--- src/rtl/snn_seq_pkg.sv ---
// Shared types and constants for the SNN layer sequencer: FSM state encoding,
// the "no layer" id and the layer-count clamp helper.
package snn_seq_pkg;

  typedef enum logic [2:0] {
    IDLE      = 3'd0,
    CHECK     = 3'd1,
    ISSUE     = 3'd2,
    WAIT_ACK  = 3'd3,
    WAIT_DONE = 3'd4,
    NEXT      = 3'd5,
    FINISH    = 3'd6
  } seq_state_e;

  localparam logic [7:0] LAYER_ID_NONE = 8'hFF;

  function automatic logic [7:0] clamp_layers(input logic [7:0] n, input int unsigned max_l);
    return (32'(n) > max_l) ? 8'(max_l) : n;
  endfunction

endpackage

--- src/rtl/snn_layer_sequencer_if.sv ---
// Execute handshake between the layer sequencer (master) and the SNN layer manager (slave).
interface snn_layer_sequencer_if;
  import snn_seq_pkg::*;

  logic [7:0] execute_layer_id;
  logic       execute_start;
  logic       execute_done;

  modport master (output execute_layer_id, output execute_start, input execute_done);
  modport slave  (input execute_layer_id, input execute_start, output execute_done);

endinterface

--- src/rtl/snn_seq_watchdog.sv ---
// Per-layer hang detector: counts cycles spent waiting on the layer manager and
// flags expiry once the count reaches a non-zero limit.
module snn_seq_watchdog
  import snn_seq_pkg::*;
#(
  parameter int WDOG_WIDTH = 20
) (
  input  logic                  clk,
  input  logic                  reset,
  input  logic                  clear_i,
  input  logic                  enable_i,
  input  logic [WDOG_WIDTH-1:0] limit_i,
  output logic                  expired_o
);

  logic [WDOG_WIDTH-1:0] cnt_q, cnt_d;

  always_comb begin
    cnt_d = cnt_q;
    if (clear_i) begin
      cnt_d = '0;
    end else if (enable_i) begin
      cnt_d = cnt_q + WDOG_WIDTH'(1);
    end
  end

  always_ff @(posedge clk or posedge reset) begin
    if (reset) begin
      cnt_q <= '0;
    end else begin
      cnt_q <= cnt_d;
    end
  end

  // A zero limit disables the timeout entirely.
  assign expired_o = enable_i && (limit_i != '0) && (cnt_q >= limit_i);

endmodule

--- src/rtl/snn_layer_sequencer.sv ---
// Walks layers 0..num_layers-1 for each timestep through the layer manager's
// execute handshake. Optional hung-layer timeout: define SNN_SEQ_WATCHDOG_EN.
module snn_layer_sequencer
  import snn_seq_pkg::*;
#(
  parameter int MAX_LAYERS     = 16,
  parameter int TIMESTEP_WIDTH = 16,
  parameter int WDOG_WIDTH     = 20
) (
  input  logic                      clk,
  input  logic                      reset,
  input  logic                      start,
  input  logic                      abort,
  input  logic [7:0]                num_layers,
  input  logic [TIMESTEP_WIDTH-1:0] num_timesteps,
  input  logic [MAX_LAYERS-1:0]     skip_mask,
  input  logic [WDOG_WIDTH-1:0]     wdog_limit,
  snn_layer_sequencer_if.master     exec,
  output logic                      busy,
  output logic                      run_done,
  output logic                      run_aborted,
  output logic [7:0]                current_layer,
  output logic [TIMESTEP_WIDTH-1:0] current_timestep,
  output logic [31:0]               layers_executed,
  output logic                      error_timeout
);

  localparam int LIDX_W = (MAX_LAYERS > 1) ? $clog2(MAX_LAYERS) : 1;
  localparam logic [TIMESTEP_WIDTH-1:0] TS_ONE = TIMESTEP_WIDTH'(1);

  seq_state_e                state_q, state_d;
  logic [7:0]                nl_q, nl_d;
  logic [TIMESTEP_WIDTH-1:0] nts_q, nts_d;
  logic [MAX_LAYERS-1:0]     skip_q, skip_d;
  logic [7:0]                layer_q, layer_d;
  logic [TIMESTEP_WIDTH-1:0] ts_q, ts_d;
  logic [7:0]                exec_id_q, exec_id_d;
  logic                      exec_start_q, exec_start_d;
  logic [31:0]               exec_cnt_q, exec_cnt_d;
  logic                      busy_q, busy_d;
  logic                      run_done_q, run_done_d;
  logic                      run_aborted_q, run_aborted_d;
  logic                      err_q, err_d;
  logic                      wd_clear, wd_enable;
  logic [7:0]                nl_clamped;

  assign nl_clamped = clamp_layers(num_layers, MAX_LAYERS);

`ifdef SNN_SEQ_WATCHDOG_EN
  logic wd_expired;

  snn_seq_watchdog #(.WDOG_WIDTH(WDOG_WIDTH)) u_wdog (
    .clk       (clk),
    .reset     (reset),
    .clear_i   (wd_clear),
    .enable_i  (wd_enable),
    .limit_i   (wdog_limit),
    .expired_o (wd_expired)
  );

  assign error_timeout = err_q;
`else
  logic unused_wdog;
  assign unused_wdog   = ^{wdog_limit, wd_clear, wd_enable, err_q};
  assign error_timeout = 1'b0;
`endif

  always_comb begin
    state_d       = state_q;
    nl_d          = nl_q;
    nts_d         = nts_q;
    skip_d        = skip_q;
    layer_d       = layer_q;
    ts_d          = ts_q;
    exec_id_d     = exec_id_q;
    exec_start_d  = 1'b0;
    exec_cnt_d    = exec_cnt_q;
    busy_d        = busy_q;
    run_done_d    = 1'b0;
    run_aborted_d = 1'b0;
    err_d         = err_q;
    wd_clear      = 1'b0;
    wd_enable     = 1'b0;

    if (abort && (state_q != IDLE)) begin
      state_d       = IDLE;
      run_aborted_d = 1'b1;
      busy_d        = 1'b0;
      layer_d       = LAYER_ID_NONE;
    end else begin
      case (state_q)
        IDLE: begin
          // abort outranks start even though it has no effect of its own here
          if (start && !abort) begin
            nl_d       = nl_clamped;
            nts_d      = num_timesteps;
            skip_d     = skip_mask;
            layer_d    = 8'd0;
            ts_d       = '0;
            exec_cnt_d = 32'd0;
            err_d      = 1'b0;
            busy_d     = 1'b1;
            state_d    = ((nl_clamped == 8'd0) || (num_timesteps == '0)) ? FINISH : CHECK;
          end
        end
        CHECK: begin
          state_d = skip_q[layer_q[LIDX_W-1:0]] ? NEXT : ISSUE;
        end
        ISSUE: begin
          if (exec.execute_done) begin
            exec_start_d = 1'b1;
            exec_id_d    = layer_q;
            exec_cnt_d   = exec_cnt_q + 32'd1;
            wd_clear     = 1'b1;
            state_d      = WAIT_ACK;
          end
        end
        WAIT_ACK: begin
          wd_enable = 1'b1;
          if (!exec.execute_done) state_d = WAIT_DONE;
        end
        WAIT_DONE: begin
          wd_enable = 1'b1;
          if (exec.execute_done) state_d = NEXT;
        end
        NEXT: begin
          if ((layer_q + 8'd1) < nl_q) begin
            layer_d = layer_q + 8'd1;
            state_d = CHECK;
          end else if (ts_q < (nts_q - TS_ONE)) begin
            layer_d = 8'd0;
            ts_d    = ts_q + TS_ONE;
            state_d = CHECK;
          end else begin
            state_d = FINISH;
          end
        end
        FINISH: begin
          run_done_d = 1'b1;
          busy_d     = 1'b0;
          layer_d    = LAYER_ID_NONE;
          state_d    = IDLE;
        end
        default: state_d = IDLE;
      endcase

`ifdef SNN_SEQ_WATCHDOG_EN
      if (wd_expired && ((state_q == WAIT_ACK) || (state_q == WAIT_DONE))) begin
        state_d       = IDLE;
        run_aborted_d = 1'b1;
        busy_d        = 1'b0;
        err_d         = 1'b1;
        layer_d       = LAYER_ID_NONE;
      end
`endif
    end
  end

  always_ff @(posedge clk or posedge reset) begin
    if (reset) begin
      state_q       <= IDLE;
      nl_q          <= 8'd0;
      nts_q         <= '0;
      skip_q        <= '0;
      layer_q       <= LAYER_ID_NONE;
      ts_q          <= '0;
      exec_id_q     <= LAYER_ID_NONE;
      exec_start_q  <= 1'b0;
      exec_cnt_q    <= 32'd0;
      busy_q        <= 1'b0;
      run_done_q    <= 1'b0;
      run_aborted_q <= 1'b0;
      err_q         <= 1'b0;
    end else begin
      state_q       <= state_d;
      nl_q          <= nl_d;
      nts_q         <= nts_d;
      skip_q        <= skip_d;
      layer_q       <= layer_d;
      ts_q          <= ts_d;
      exec_id_q     <= exec_id_d;
      exec_start_q  <= exec_start_d;
      exec_cnt_q    <= exec_cnt_d;
      busy_q        <= busy_d;
      run_done_q    <= run_done_d;
      run_aborted_q <= run_aborted_d;
      err_q         <= err_d;
    end
  end

  assign exec.execute_layer_id = exec_id_q;
  assign exec.execute_start    = exec_start_q;
  assign busy                  = busy_q;
  assign run_done              = run_done_q;
  assign run_aborted           = run_aborted_q;
  assign current_layer         = layer_q;
  assign current_timestep      = ts_q;
  assign layers_executed       = exec_cnt_q;

endmodule

--- src/flat_wrapper.sv ---
// flat-port wrapper written by rule: the top's interface ports become plain ports
module snn_layer_sequencer_flat import snn_seq_pkg::*;
#(
  parameter int MAX_LAYERS     = 16,
  parameter int TIMESTEP_WIDTH = 16,
  parameter int WDOG_WIDTH     = 20
)
  (clk, reset, start, abort, num_layers, num_timesteps, skip_mask, wdog_limit, busy, run_done, run_aborted, current_layer, current_timestep, layers_executed, error_timeout, exec_execute_layer_id, exec_execute_start, exec_execute_done);
  snn_layer_sequencer_if exec_i ();
  input  logic clk;
  input  logic reset;
  input  logic start;
  input  logic abort;
  input  logic [7:0] num_layers;
  input  logic [TIMESTEP_WIDTH-1:0] num_timesteps;
  input  logic [MAX_LAYERS-1:0] skip_mask;
  input  logic [WDOG_WIDTH-1:0] wdog_limit;
  output logic busy;
  output logic run_done;
  output logic run_aborted;
  output logic [7:0] current_layer;
  output logic [TIMESTEP_WIDTH-1:0] current_timestep;
  output logic [31:0] layers_executed;
  output logic error_timeout;
  output wire logic [$bits(exec_i.execute_layer_id)-1:0] exec_execute_layer_id;
  output wire logic [$bits(exec_i.execute_start)-1:0] exec_execute_start;
  input wire logic [$bits(exec_i.execute_done)-1:0] exec_execute_done;
  assign exec_execute_layer_id = exec_i.execute_layer_id;
  assign exec_execute_start = exec_i.execute_start;
  assign exec_i.execute_done = exec_execute_done;
  snn_layer_sequencer #(.MAX_LAYERS(MAX_LAYERS), .TIMESTEP_WIDTH(TIMESTEP_WIDTH), .WDOG_WIDTH(WDOG_WIDTH)) u_core (.clk(clk), .reset(reset), .start(start), .abort(abort), .num_layers(num_layers), .num_timesteps(num_timesteps), .skip_mask(skip_mask), .wdog_limit(wdog_limit), .exec(exec_i), .busy(busy), .run_done(run_done), .run_aborted(run_aborted), .current_layer(current_layer), .current_timestep(current_timestep), .layers_executed(layers_executed), .error_timeout(error_timeout));
endmodule
--- config.mk ---
export PLATFORM = sky130hd
export DESIGN_NAME = snn_layer_sequencer_flat
export DESIGN_NICKNAME = d
export VERILOG_FILES = /design/src/rtl/snn_seq_pkg.sv /design/src/rtl/snn_layer_sequencer_if.sv /design/src/rtl/snn_seq_watchdog.sv /design/src/rtl/snn_layer_sequencer.sv /design/src/flat_wrapper.sv
export SDC_FILE = /design/constraint.sdc
export NUM_CORES = 1
export LEC_CHECK = 0
export BUFFER_PORTS_ARGS = -buffer_cell sky130_fd_sc_hd__buf_2
export CAP_MARGIN = 25
export CORE_MARGIN = 2
export CORE_UTILIZATION = 41
export DETAILED_ROUTE_END_ITERATION = 7
export PLACE_DENSITY_LB_ADDON = 0.15
export REMOVE_ABC_BUFFERS = 1
export SLEW_MARGIN = 20
export SYNTH_ARGS = -nofsm -noshare
export SYNTH_HDL_FRONTEND = slang
export SYNTH_SLANG_ARGS = --single-unit
--- constraint.sdc ---
create_clock -name clk -period 4.1 [get_ports clk]
set_clock_uncertainty 0.15 [all_clocks]
set_input_delay 0.41 -clock clk [delete_from_list [all_inputs] [get_ports clk]]
set_output_delay 0.41 -clock clk [all_outputs]
set_load 0.005 [all_outputs]
==> Word-level counts from Yosys, hierarchy flattened <==
Index checks and enable logic that the tools add are counted.
Widths: inputs -> output; s select.
{ "totals": {"ff_bits": 111, "input_bits": 65, "output_inout_bits": 69} }
{ "op_classes": {"eq_ne": 15, "n_addsub": 4, "order_cmp": 4, "n_mux": 34, "bitwise": 1, "reduce_logical": 19} }
{ "op_table": {"columns": ["op", "count"], "rows": [
  ["$mux 32", 2],
  ["$pmux 32 s2", 1],
  ["$mux 16", 3],
  ["$mux 8", 5],
  ["$add 32x1->32 const B", 1],
  ["$pmux 16 s2", 1],
  ["$mux 3", 9],
  ["$pmux 8 s3", 1],
  ["$pmux 3 s6", 1],
  ["$add 16x1->16 const B", 1],
  ["$logic_not 16->1", 1],
  ["$lt 16x16->1", 1],
  ["$sub 16x1->16 const B", 1],
  ["$eq 3x3->1 const B", 3],
  ["$mux 1", 9],
  ["$ne 3x2->1 const B", 3],
  ["$reduce_and 3->1", 3],
  ["$add 8x1->8 const B", 1],
  ["$gt 8x5->1 const B", 1],
  ["$logic_not 8->1", 1],
  ["$lt 8x8->1", 1],
  ["$reduce_and 4->1", 2],
  ["$eq 3x2->1 const B", 2],
  ["$reduce_bool 3->1", 2],
  ["other kinds (17)", 21]
]} }

==> Longest topological paths before layout <==
Gate-level depths: netlist of run 1.
{ "logic_depth": {"word_depth": 8, "mapped_depth": 14, "depth_no_buf": 12} }

==> Worst setup path before layout of run 1 <==
No wires, ideal clock.
{ "synth_timing": {"path_type": "reg2reg", "start": "register u_core.layer_q[1] (netlist: u_core.current_layer[1])", "end": "register u_core.ts_q[15] (netlist: u_core.current_timestep[15])", "stages_incl_launch_ff": 14, "t_arrival_ns": 2.962, "synth_period_minus_slack_ns": 3.231, "path_slack_ns": 0.869, "n_path_buf": 2, "path_cell_list": "dfstp_2 > buf_2 > and3_1 > and3_1 > nand3_1 > xnor2_1 > ha_1 > and4_1 > o221ai_1 > a31oi_1 > nand4_1 > buf_2 > o31a_1 > o21a_1"} }
{ "synth_via": {"elab_chain_len": 4} }
{ "synth_lines": {"columns": ["item", "line", "text"], "rows": [
  ["start: declaration", "snn_layer_sequencer.sv:35", "logic [7:0] layer_q, layer_d;"],
  ["start signal: assignment", "snn_layer_sequencer.sv:179", "layer_q <= layer_d;"],
  ["$add 8x1->8", "snn_layer_sequencer.sv:127", "if ((layer_q + 8'd1) < nl_q) begin"],
  ["$lt 8x8->1", "snn_layer_sequencer.sv:127", null],
  ["$ne 2x2->1 (no line)", null, null],
  ["$reduce_and 5->1 (no line)", null, null],
  ["end signal: assignment", "snn_layer_sequencer.sv:180", "ts_q <= ts_d;"],
  ["end: declaration", "snn_layer_sequencer.sv:36", "logic [TIMESTEP_WIDTH-1:0] ts_q, ts_d;"]
]} }
No other way between the ends.
A chain may end at the register's enable or synchronous reset.

==> Final worst setup path of run 1 <==
{ "layout_timing": {"start": "register u_core.nts_q[3]", "end": "register u_core.layer_q[7] (netlist: u_core.current_layer[7])"} }
{ "layout_via": {"elab_chain_len": 4} }
{ "layout_lines": {"columns": ["item", "line", "text"], "rows": [
  ["start: declaration", "snn_layer_sequencer.sv:33", "logic [TIMESTEP_WIDTH-1:0] nts_q, nts_d;"],
  ["start signal: assignment", "snn_layer_sequencer.sv:177", "nts_q <= nts_d;"],
  ["$sub 16x1->16", "snn_layer_sequencer.sv:130", "end else if (ts_q < (nts_q - TS_ONE)) begin"],
  ["$lt 16x16->1", "snn_layer_sequencer.sv:130", null],
  ["$ne 4x1->1 (no line)", null, null],
  ["$reduce_and 3->1 (no line)", null, null]
]} }
No other way between the ends.

==> results of run 1 <==
-- cell usage in the layout, fill, tap and decap left out, types with 21 or more instances in the layout --
master	instances
nand2_1	146
buf_2	112
dfrtp_1	95
nor2_1	44
o21ai_0	35
ha_1	26
xnor2_1	23
inv_1	22
nand3_1	22
a21oi_1	21
xor2_1	21
-- logic make-up after synthesis --
family	Yosys count	synth area share, %
buffers and inverters	52	3.34
other	1	0.0614
adder cells (fa/ha/maj)	26	5.33
XOR/XNOR	44	6.31
AND/OR/NAND/NOR	307	24.3
multiplexers	14	3.50
AO/OA/AOI/OAI	108	11.3
flip-flops	111	45.8
-- report_power, final --
group	internal [mW]	switching [mW]
combinational	0.652	0.724
sequential	1.42	0.329
clock	0.604	0.421
-- cell usage after synthesis (3+ instances only) --
cell | count | share of area, %
inv_1 | 23 | 1.4
and3_1 | 10 | 1.0
a221o_1 | 3 | 0.49
nor3_1 | 12 | 0.98
dfrtp_1 | 95 | 39
nand3b_1 | 3 | 0.37
o21a_1 | 6 | 0.74
nand2_1 | 146 | 9.0
nor3_2 | 3 | 0.49
o31a_1 | 5 | 0.72
o21ai_0 | 35 | 2.9
or3_1 | 12 | 1.2
nand4_1 | 13 | 1.3
dfstp_2 | 16 | 6.9
xnor2_1 | 23 | 3.3
a21o_1 | 4 | 0.49
nor2b_1 | 3 | 0.31
nor2_1 | 44 | 2.7
clkbuf_1 | 23 | 1.4
mux4_2 | 5 | 1.8
or4_1 | 7 | 0.86
a31oi_1 | 3 | 0.31
a21oi_1 | 21 | 1.7
buf_2 | 4 | 0.33
and4_1 | 4 | 0.57
nand3_1 | 23 | 1.9
o31ai_1 | 3 | 0.37
o211ai_1 | 8 | 0.98
mux2_2 | 9 | 1.7
nor4_1 | 14 | 1.4
xor2_1 | 21 | 3.0
ha_1 | 26 | 5.3
-- metrics by stage --
step                cells  hold WS, ns  worst slack, ns
floorplan             634        0.290            0.636
global placement      935        0.305            0.534
detailed placement    936        0.313            0.411
CTS                   952       0.0731            0.394
global route          953       0.0854           0.0246
finish                953       0.0548            0.362
-- flip-flops by register name (all words and copies together) (netlist names) --
signal / flops
u_core.run_aborted: 1
u_core.state_q: 3
u_core.current_timestep: 16
u_core.layers_executed: 32
u_core.run_done: 1
u_core.current_layer: 8
u_core.exec.execute_start: 1
u_core.nl_q: 8
u_core.exec.execute_layer_id: 8
u_core.skip_q: 16
u_core.busy: 1
u_core.nts_q: 16
-- worst paths after layout --
kind | start | to | slack (ns) | depth (start not counted)
worst min-delay path | reset | u_core.layers_executed[18] | 0.05 | 2
worst max register to register | u_core.nts_q[3] | u_core.current_layer[7] | 0.36 | 11
min in group clk | skip_mask[13] | u_core.skip_q[13] | 0.09 | 3
worst min register to register | u_core.skip_q[5] | u_core.skip_q[5] | 0.32 | 2
worst max-delay path | u_core.nts_q[3] | u_core.current_layer[7] | 0.36 | 11
max in group asynchronous | reset | u_core.nts_q[10] | 2.86 | 3
-- final cells by class --
cell class,instances,share of cell area (%)
sequential,111,38.8
clock inverter,2,0.538
timing repair buffer,119,8.77
tap,184,3.19
multi-input combinational,500,43.1
clock buffer,14,4.40
inverter,23,1.23
-- worst register-to-register path, cell delays in order (launching register included) --
cell      delay (ns)
dfrtp_1         0.43
nor4_1          0.54
nand3_1         0.25
nor4_1          0.29
xnor2_1         0.12
ha_1            0.31
nand4_1         0.12
nor3_1          0.31
a32oi_1         0.24
a21boi_1        0.50
o21a_1          0.26
a221o_1         0.18
-- metal layers --
metal / global-route usage, % / wire length, um
met1: 26.8 / 7070
met2: 28.7 / 6820
met3: 5.56 / 826
met4: 4.85 / 178
met5: 0 / 0
==> results.sh, run 1 <==
export IMPL_finalHoldViolCount=0
export IMPL_worstSetupPathType="flip-flop to flip-flop"
export IMPL_cp_common_cell="nor4_1"
export IMPL_areaGrowthSynthToFinish_pct=18.2
export IMPL_path_buf_inv=0
export IMPL_postCtsHoldBufs=0
export IMPL_pin_count=134
export IMPL_p_total_mw=4.15
export IMPL_p_leak_nw=3.41
export IMPL_drt_pass1_iter_count=5
export IMPL_max_slew_margin_rel_pct=38.4
export IMPL_synth_edf_count=0
export IMPL_dpl_cell_area_um2=6850
export IMPL_outcome="completed"
export IMPL_period_minus_slack_ns=3.74
export IMPL_cp_max_fo=6
export IMPL_ys_types=60
export IMPL_row_count=44
export IMPL_drtAntennaViolNets=0
export IMPL_cpMaxStageDelayCell="nor4_1"
export IMPL_rsz0062_at_grt="false"
export IMPL_wl_per_cell_um=15.6
export IMPL_grt_pass1_vias=4889
export IMPL_fin_crit_sh_pct=91.2
export IMPL_avgSynthCellArea_um2=9.21
export IMPL_tritoncts="built"
export IMPL_grt_max_degree=71
export IMPL_grt_pass1_wl_um=24500
export IMPL_wirelength_um=14900
export IMPL_cts_sinks=111
export IMPL_cts_root_buf="clkbuf_16"
export IMPL_cts_setup_buffers=0
export IMPL_antenna_found_initial=0
export IMPL_regArea_um2=2800
export IMPL_drv_slew=0
export IMPL_core_um2=14500
export IMPL_clock_latency_ns=0.36
export IMPL_htreeDepth=3
export IMPL_die_area_um2=15900
export IMPL_ir_worst_vdd_uv=335
export IMPL_cap_viol_max_count=0
export IMPL_gp_congestion=0.831
export IMPL_syn_cell_area_um2=6100
export IMPL_ys_async_sr_fraction_pct=100
export IMPL_hpwlAfterDp_um=10600
export IMPL_worst_pin_slew_ns=0.924
export IMPL_cp_arrival_ns=3.89
export IMPL_track_usage_pct=19.0
export IMPL_drive_gt1_share_pct=23.1
export IMPL_first_iter_violations=422
export IMPL_min_path_type="input pin to asynchronous set/reset pin"
export IMPL_synthCells=663
export IMPL_cts_made_buffers=9
export IMPL_fin_util_pct=49.6
export IMPL_synth_ff_type="dfrtp_1"
export IMPL_grt_overflow=0
export IMPL_vias=5207
export IMPL_crit_family="simple AND/OR/NAND/NOR gates"
export IMPL_synth_warnings=0
export IMPL_die_h_um=126
export IMPL_port_buffers=112
export IMPL_nNetsFinal=855
export IMPL_critical_path_max_stage_delay_ns=0.54
export IMPL_yosys_register_bits=111
export IMPL_n_antenna_cell=0
export IMPL_clk_pin_slew_ns=0.08
export IMPL_crit_path_end_kind="flip-flop"
export IMPL_start_kind="flip-flop"
export IMPL_setup_tns_final_ns=0
export IMPL_start_util_pct=42.0
export IMPL_die_x_um=126
export IMPL_stdcell_area_um2=7220
export IMPL_viasPerCell=5.46
export IMPL_p_per_area_nw_per_um2=575
export IMPL_clockBufferDepth=2
export IMPL_drc_errors=0
export IMPL_required_ns=4.26
export IMPL_setup_viol=0
export IMPL_crit_chain="nor4_1 > nand3_1 > nor4_1 > xnor2_1 > ha_1 > nand4_1 > nor3_1 > a32oi_1 > a21boi_1 > o21a_1 > a221o_1"
export IMPL_ys_seq_area_share_pct=45.8
export IMPL_cts_resized=0
export IMPL_fmax_mhz=268
export IMPL_nFillCells=1370
export IMPL_multi_input_area_um2=3110
(Power assumes the default switching activity.)
==> run 2: changes to the inputs <==
==> constraint.sdc (replaced) <==
create_clock -name clk -period 3.61 [get_ports clk]
set_clock_uncertainty 0.15 [all_clocks]
set_input_delay 0.361 -clock clk [delete_from_list [all_inputs] [get_ports clk]]
set_output_delay 0.361 -clock clk [all_outputs]
set_load 0.005 [all_outputs]
==> run 2 against run 1 <==
Compared with the run above:
- register-to-register slack got worse by 0.16 ns
- critical path type unchanged
- non-clock buffer count rose by 17
- worst hold slack lost 0.011 ns
- final cell count grew 1.8%
- largest power group unchanged
- fmax is 9.8% higher
- power rose by 13%
- sequential power up 9.7%
- clock power fell by 6%
- critical endpoint is now u_core.current_timestep[7]
- design area is 1.8% higher
- count of clock-buffer cells in the layout shrank 3
- sequential cell count did not move
- combinational power is 30% higher
==> results.sh, run 2 (synthesized netlist as in run 1, its figures left out) <==
export IMPL_outcome="completed"
export IMPL_drt_pass1_iter_count=4
export IMPL_regArea_um2=2800
export IMPL_drv_slew=0
export IMPL_combPwrFrac_pct=38.4
export IMPL_worst_pin_slew_ns=0.719
export IMPL_antenna_found_initial=0
export IMPL_fmax_mhz=294
export IMPL_final_common_cell="nand2_1"
export IMPL_areaGrowthSynthToFinish_pct=20.3
export IMPL_final_cell_mix="146 x nand2_1, 112 x buf_2, 93 x dfrtp_1, 44 x nor2_1, 35 x o21ai_0"
export IMPL_clockBufferDepth=2
export IMPL_tritoncts="built"
export IMPL_fin_crit_sh_pct=94.3
export IMPL_track_usage_pct=19.1
export IMPL_clkPwrFrac_pct=20.7
export IMPL_clock_latency_ns=0.35
export IMPL_pin_count=134
export IMPL_hold_path_depth=3
export IMPL_wl_per_cell_um=15.3
export IMPL_grt_max_degree=65
export IMPL_worstSetupPathType="flip-flop to flip-flop"
export IMPL_setup_tns_final_ns=0
export IMPL_drtAntennaViolNets=0
export IMPL_power_switching_mw=1.73
export IMPL_ir_worst_vdd_uv=486
export IMPL_grt_pass1_vias=5016
export IMPL_cts_root_buf="clkbuf_16"
export IMPL_nFillCells=1386
export IMPL_required_ns=3.74
export IMPL_vias=5181
export IMPL_core_um2=14500
export IMPL_max_slew_margin_rel_pct=51.6
export IMPL_largest_reg_flops=32
export IMPL_setup_viol=0
export IMPL_crit_path_end_kind="flip-flop"
export IMPL_place_ws_ns=0.0737
export IMPL_r2r_cells=14
export IMPL_wirelength_um=14900
export IMPL_clk_pin_slew_ns=0.07
export IMPL_die_x_um=126
export IMPL_rsz0062_at_grt="false"
export IMPL_cap_viol_max_count=0
export IMPL_timing_final_ws_setup_ns=0.205
export IMPL_start_util_pct=42.0
export IMPL_multi_input_area_um2=3190
export IMPL_seq_power_share_pct=40.9
export IMPL_row_count=44
export IMPL_port_buffers=112
export IMPL_grt_pass1_wl_um=24800
export IMPL_drive_gt1_share_pct=26.2
export IMPL_hpwlAfterDp_um=10700
export IMPL_nNetsFinal=872
export IMPL_viasPerCell=5.34
export IMPL_internal_power_mw=2.95
export IMPL_die_h_um=126
export IMPL_cts_sinks=111
export IMPL_start_kind="flip-flop"
export IMPL_p_sw_share_pct=37.0
export IMPL_drc_errors=0
export IMPL_min_path_type="input pin to flip-flop"
export IMPL_first_iter_violations=317
export IMPL_period_minus_slack_ns=3.40
export IMPL_htreeDepth=3
export IMPL_cts_made_buffers=9
export IMPL_finalHoldViolCount=0
export IMPL_grt_overflow=0
export IMPL_p_leak_nw=3.47
export IMPL_gp_congestion=0.816
export IMPL_n_antenna_cell=0
export IMPL_fin_util_pct=50.5
export IMPL_p_per_area_nw_per_um2=638
export IMPL_die_area_um2=15900
export IMPL_cp_arrival_ns=3.53
export IMPL_cp_max_fo=12
## run 2: cell count changes in the layout (fill, tap and decap cells not counted), sizes merged
cell	delta
clkinvlp	+1
clkbuf	-4
buf	+17
bufinv	-1
inv	+2
clkinv	+1
dlygate4sd3	+1
## run 2: power by group through the flow
stage	registers [mW]	logic, mW	clock network (mW)
2_1_floorplan	1.91	1.12	0
3_3_place_gp	1.89	1.70	0
3_5_place_dp	1.90	1.77	0
4_1_cts	1.88	1.78	1.00
5_1_grt	1.96	2.04	1.05
6_report	1.92	1.80	0.968
## run 2: area by class of cell
| type | count | share of cell area, % |
|---|---|---|
| Multi-Input combinational cell | 500 | 43.4 |
| Tap cell | 184 | 3.13 |
| Timing Repair Buffer | 136 | 10.3 |
| Sequential cell | 111 | 38.1 |
| Clock inverter | 5 | 0.409 |
| Clock buffer | 11 | 3.44 |
| Inverter | 23 | 1.21 |
## run 2: critical path: stages, from the launching register on
cell and delay [ns]:
dfrtp_2 0.45, nor4_4 0.27, buf_4 0.17, nand3_2 0.13, nor4_4 0.30, xnor2_1 0.17
ha_1 0.28, nand4_1 0.12, nor3_2 0.08, a211oi_2 0.24, buf_4 0.17, nand4_1 0.07
buf_4 0.19, or4_1 0.39, a21oi_1 0.16
## run 2: worst paths after layout
kind	startpoint	to	slack, ns
worst max register to register	u_core.nts_q[3]	u_core.current_timestep[7]	0.21
worst max-delay path	u_core.nts_q[3]	u_core.current_timestep[7]	0.21
worst min register to register	u_core.skip_q[12]	u_core.skip_q[12]	0.32
min in group asynchronous	reset	u_core.layers_executed[17]	0.50
max in group asynchronous	reset	u_core.current_layer[1]	2.01
worst min-delay path	skip_mask[7]	u_core.skip_q[7]	0.04
## run 2: metrics by stage
step / cell area (um2) / total power, mW / hold slack, ns / instances
floorplan: 5990 / 3.03 / 0.290 / 634
global placement: 6960 / 3.59 / 0.305 / 952
detailed placement: 6960 / 3.67 / 0.312 / 952
CTS: 7260 / 4.67 / 0.0273 / 969
global route: 7350 / 5.05 / 0.0325 / 970
finish: 7350 / 4.68 / 0.0441 / 970
## run 2: what timing repair did
item                                   in CTS  in global routing
resized for setup                           0                 15
endpoints found under the hold margin      47                  0
buffers inserted                            0                  1
setup endpoints to repair                   0                 25
hold buffers                                1                  0
## run 2: per-layer routing
metal  global-route usage [%]  up-vias  share of wire (%)
met4                     4.14        0               0.96
met3                     4.97        9                4.5
li1                         -     2559                  -
met5                        0        -                  0
met1                     26.5     2513                 47
met2                     30.5      100                 47
